File: src/rtl/cla_pipe_addsub.sv
// Pipelined carry-look-ahead adder/subtractor: one BLOCK-bit CLA group per stage,
// group carries registered between stages, global stall via valid/ready.

module cla_pipe_group #(
   parameter int BLOCK = 4
) (
   input  logic [BLOCK-1:0] a,
   input  logic [BLOCK-1:0] b,
   input  logic             ci,
   output logic [BLOCK-1:0] s,
   output logic             co,
   output logic             cm
);
   logic [BLOCK-1:0] g, p;
   logic [BLOCK:0]   cx;
   logic             t;

   assign g = a & b;
   assign p = a ^ b;

   // every carry is a flat sum of products of g/p/ci, not a ripple chain
   always_comb begin
      cx    = '0;
      cx[0] = ci;
      t     = 1'b0;
      for (int i = 0; i < BLOCK; i++) begin
         t = ci;
         for (int k = 0; k <= i; k++) t = t & p[k];
         cx[i+1] = t;
         for (int j = 0; j <= i; j++) begin
            t = g[j];
            for (int k = j + 1; k <= i; k++) t = t & p[k];
            cx[i+1] = cx[i+1] | t;
         end
      end
   end

   assign s  = p ^ cx[BLOCK-1:0];
   assign co = cx[BLOCK];
   assign cm = cx[BLOCK-1];
endmodule

module cla_pipe_addsub #(
   parameter int WIDTH = 8,
   parameter int BLOCK = 4
) (
   input  logic             clk,
   input  logic             rst_n,
   input  logic             in_valid,
   output logic             in_ready,
   input  logic             sub,
   input  logic [WIDTH-1:0] a,
   input  logic [WIDTH-1:0] b,
   input  logic             y,
   output logic             out_valid,
   input  logic             out_ready,
   output logic [WIDTH-1:0] s,
   output logic             c,
   output logic             v
);
   localparam int STAGES = WIDTH / BLOCK;

   generate
      if (WIDTH < 1 || BLOCK < 1 || (WIDTH % BLOCK) != 0) begin : g_bad_param
         $error("cla_pipe_addsub: WIDTH must be a positive multiple of BLOCK");
      end
   endgenerate

   logic [STAGES:1]                vld_pipe;
   logic [STAGES-1:0][WIDTH-1:0]   a_q, b_q, s_q;
   logic [STAGES-1:0][WIDTH-1:0]   a_d, b_d, s_d, s_n;
   logic [STAGES-1:0]              cy_q, ci_d, g_co, g_cm;
   logic [STAGES-1:0][BLOCK-1:0]   g_s;
   logic [WIDTH-1:0]               be;
   logic                           ce, adv, acc, v_q;
   logic                           unused_ok;

   assign be       = sub ? ~b : b;
   assign ce       = sub ? ~y : y;
   assign adv      = !out_valid || out_ready;
   assign in_ready = rst_n && adv;
   assign acc      = in_valid && in_ready;

   // stage k works on stage k-1's skewed operands and registered group carry
   always_comb begin
      a_d[0]  = a;
      b_d[0]  = be;
      ci_d[0] = ce;
      s_d[0]  = '0;
      for (int k = 1; k < STAGES; k++) begin
         a_d[k]  = a_q[k-1];
         b_d[k]  = b_q[k-1];
         ci_d[k] = cy_q[k-1];
         s_d[k]  = s_q[k-1];
      end
   end

   for (genvar k = 0; k < STAGES; k++) begin : g_stage
      cla_pipe_group #(.BLOCK(BLOCK)) u_grp (
         .a  (a_d[k][k*BLOCK +: BLOCK]),
         .b  (b_d[k][k*BLOCK +: BLOCK]),
         .ci (ci_d[k]),
         .s  (g_s[k]),
         .co (g_co[k]),
         .cm (g_cm[k])
      );
   end

   // finished lower slices ride along so the whole word leaves together
   always_comb begin
      s_n = s_d;
      for (int k = 0; k < STAGES; k++) s_n[k][k*BLOCK +: BLOCK] = g_s[k];
   end

   always_ff @(posedge clk) begin
      if (!rst_n) begin
         vld_pipe <= '0;
         a_q      <= '0;
         b_q      <= '0;
         s_q      <= '0;
         cy_q     <= '0;
         v_q      <= 1'b0;
      end else if (adv) begin
         vld_pipe[1] <= acc;
         for (int k = 2; k <= STAGES; k++) vld_pipe[k] <= vld_pipe[k-1];
         a_q  <= a_d;
         b_q  <= b_d;
         s_q  <= s_n;
         cy_q <= g_co;
         v_q  <= g_cm[STAGES-1] ^ g_co[STAGES-1];
      end
   end

   assign out_valid = vld_pipe[STAGES];
   assign s         = s_q[STAGES-1];
   assign c         = cy_q[STAGES-1];
   assign v         = v_q;

   // last-stage operand copies and inner carry-into-MSB taps are never consumed
   assign unused_ok = ^{a_q[STAGES-1], b_q[STAGES-1], g_cm};
endmodule
File: config.mk
export PLATFORM = sky130hd
export DESIGN_NAME = cla_pipe_addsub
export DESIGN_NICKNAME = d
export VERILOG_FILES = /design/src/rtl/cla_pipe_addsub.sv
export SDC_FILE = /design/constraint.sdc
export NUM_CORES = 1
export LEC_CHECK = 0
export BUFFER_PORTS_ARGS = -buffer_cell sky130_fd_sc_hd__buf_2
export CORE_ASPECT_RATIO = 0.5
export CORE_MARGIN = 2
export CORE_UTILIZATION = 40
export DETAILED_ROUTE_END_ITERATION = 8
export SYNTH_ARGS = -nofsm -noshare
export SYNTH_HDL_FRONTEND = slang
export SYNTH_SLANG_ARGS = --single-unit
File: constraint.sdc
create_clock -name clk -period 2.5 [get_ports clk]
set_input_delay 0.5 -clock clk [delete_from_list [all_inputs] [get_ports clk]]
set_output_delay 0.5 -clock clk [all_outputs]
set_load 0.03 [all_outputs]
==> flow_metrics.env <==
export IMPL_critPathRequiredTime_ns=2.71
export IMPL_grt_overflow=0
export IMPL_nets=217
export IMPL_grt_pass1_wl_um=4770
export IMPL_whs_path_depth=2
export IMPL_path_max_fanout=9
export IMPL_post_route_period_util=0.813
export IMPL_path_common_cell="ha_1"
export IMPL_drc=0
export IMPL_peakVddDrop_uv=289
export IMPL_p_leak_nw=0.817
export IMPL_p_per_area_mw_per_mm2=600
export IMPL_hold_violations=0
export IMPL_dpl_hpwl_um=1990
export IMPL_syn_instance_count=152
export IMPL_r2r_cells=5
export IMPL_ys_types=26
export IMPL_syn_nets=186
export IMPL_cp_cell_sequence="buf_2, xor2_1, ha_1, ha_1, o211a_1, or4_1, nand3_1"
export IMPL_grtUsageTotal=0.164
export IMPL_routed_via_density=4.99
export IMPL_gp_congestion=0.726
export IMPL_clock_path_buffers=2
export IMPL_gr_usage_met2=0.242
export IMPL_clk_latency_ns=0.27
export IMPL_synth_edf_count=0
export IMPL_drv_slew=0
export IMPL_top_usage_layer="met2"
export IMPL_antenna_found_initial=0
export IMPL_ioPinCount=34
export IMPL_final_common_cell="buf_2"
export IMPL_die_area_mm2=0.00387
export IMPL_cpPeakStageDelay_ns=0.50
export IMPL_worst_hold_slack_ns=0.463
export IMPL_clk_transition_reported_paths_ns=0.08
export IMPL_r2r_slack_ns=0.68
export IMPL_synth_area_leaders="dfxtp_1, ha_1, nand2_1, a21boi_0, o211a_1"
export IMPL_dieHeight_um=45.0
export IMPL_antenna_left=0
export IMPL_numCtsBuffers=3
export IMPL_rsz0062_at_grt="no"
export IMPL_wirelength_um=2820
export IMPL_drv_cap=0
export IMPL_crit_cells=7
export IMPL_grt_util_met3=0.0457
export IMPL_yosysTopAreaCellShare=0.372
export IMPL_vias=1108
export IMPL_grt_pass1_vias=1014
export IMPL_cts_tree="done"
export IMPL_crit_arrival_ns=2.24
export IMPL_yosys_area_top_type="dfxtp_1"
export IMPL_worstSetupPathType="input port to flip-flop"
export IMPL_hp_class="flip-flop to flip-flop"
export IMPL_relSlewSlack=0.797
export IMPL_setup_violations=0
export IMPL_critPathLaunchType="input port"
export IMPL_coreArea_mm2=0.00310
export IMPL_drt_first_pass_iters=4
export IMPL_wl_per_cell_um=12.7
export IMPL_fin_crit_ns=2.03
export IMPL_htreeDepth=1
export IMPL_use_met1=0.231
export IMPL_fin_worst_skew_ns=0.00173
export IMPL_clockRootBuffer="clkbuf_8"
export IMPL_dieWidth_um=86.0
export IMPL_cp_end_kind="flip-flop"
export IMPL_initial_core_util=0.433
export IMPL_fmax_ghz=0.492
export IMPL_ys_seq_area_frac=0.372
export IMPL_areaGrowthSynthToFinish_pct=17.6
export IMPL_outcome="complete, no violations"
export IMPL_drive_gt1_frac=0.220
export IMPL_post_cts_buffers=0
export IMPL_drt_iter0_drc=69
export IMPL_cts_hold_buffers_added=0
export IMPL_cts_sinks=25
export IMPL_hp_start="s[2]$_SDFFE_PN0N_"
export IMPL_ys_flop_type="dfxtp_1"
export IMPL_r2r_end="s[7]$_SDFFE_PN0N_"
export IMPL_slowest_stage="or4_1"
export IMPL_n_antenna_cell=0
export IMPL_port_buffers=33
export IMPL_tightest_slew_ns=0.304
export IMPL_fin_setup_tns_ns=0
export IMPL_min_to="s[2]$_SDFFE_PN0N_"
export IMPL_synth_avg_cell_area_um2=8.84
export IMPL_fp_row_count=14
export IMPL_post_cts_resized=0
export IMPL_layout_cells_most_common_list="buf_2, nand2_1, dfxtp_1, a21boi_0, ha_1"
export IMPL_yosys_warnings=0
export IMPL_cpLargestDelayFamily="simple AND/OR/NAND/NOR gates"
export IMPL_syn_area_mm2=0.00134
export IMPL_synth_async_reset_ratio=0
export IMPL_path_buf_inv=1
export IMPL_ys_seq_elements=25
export IMPL_r2r_start="a_d[12]$_SDFFE_PN0N_"
export IMPL_grt_max_degree=32
==> sequential cells by signal, summed over array words and instances (netlist names) <==
register and cells:
s 8, a_d 4, b_d 4, s_d 4, cy_q 2, vld_pipe 2, v 1
==> worst max-delay path by stage <==
stage / endpoint / slack, ns / start
detailed placement: s_d[11]$_SDFFE_PN0N_ / 0.19 / sub
CTS: s_d[11]$_SDFFE_PN0N_ / 0.48 / sub
floorplan: s_d[11]$_SDFFE_PN0N_ / 0.31 / sub
finish: s_d[11]$_SDFFE_PN0N_ / 0.47 / sub
global route: s_d[11]$_SDFFE_PN0N_ / 0.37 / sub
global placement: s_d[11]$_SDFFE_PN0N_ / 0.24 / sub
==> worst min-delay path: stages (launching register included) <==
cell and delay (ns):
dfxtp_1 0.31, nand2_1 0.05, a21boi_0 0.06
==> area by class of cell <==
type                       instances  area, um^2
fill                             298        1520
timing repair buffer              36         188
inverter                           7        26.3
multi-input combinational        110         771
sequential                        25         500
tap                               40        50.0
clock buffer                       4        45.0
==> synthesized netlist by cell type (3+ instances only) <==
| master | instances |
|---|---|
| nand2_1 | 32 |
| dfxtp_1 | 25 |
| a21boi_0 | 11 |
| ha_1 | 10 |
| nand3_1 | 8 |
| o211a_1 | 8 |
| clkbuf_1 | 7 |
| inv_1 | 7 |
| xnor2_1 | 6 |
| o21ai_0 | 5 |
| xor2_1 | 5 |
| o2111ai_1 | 4 |
| or4_1 | 4 |
| o21a_1 | 3 |
==> through the flow <==
| step | area (um^2) | worst slack [ns] | utilization | instances | power (mW) |
|---|---|---|---|---|---|
| after global routing | 1580 | 0.369 | 0.510 | 222 | 1.02 |
| after CTS | 1580 | 0.483 | 0.510 | 222 | 0.967 |
| after floorplan | 1340 | 0.313 | - | 152 | 0.649 |
| after detailed placement | 1540 | 0.192 | 0.495 | 218 | 0.718 |
| final | 1580 | 0.468 | 0.510 | 222 | 0.948 |
| after global placement | 1540 | 0.241 | 0.495 | 218 | 0.715 |
==> per-layer routing <==
layer	vias up	wire [um]
met5	-	0
met4	0	17
met3	2	124
met2	22	1140
met1	498	1550
li1	586	-
==> power breakdown <==
part | switching [mW] | internal (mW)
logic | 0.141 | 0.102
registers | 0.0232 | 0.441
clock network | 0.125 | 0.114
==> cell families (layout without fill, tap and decap cells) <==
kind of cell    Yosys count  in the layout  share of synthesized area
simple gates             51             51                      0.169
compound gates           36             36                      0.209
flops                    25             25                      0.372
buf+inv                  17             47                     0.0540
fa+ha+maj                12             12                      0.123
xor+xnor                 11             11                     0.0717
Note: power is estimated with default switching activity, not from simulation.
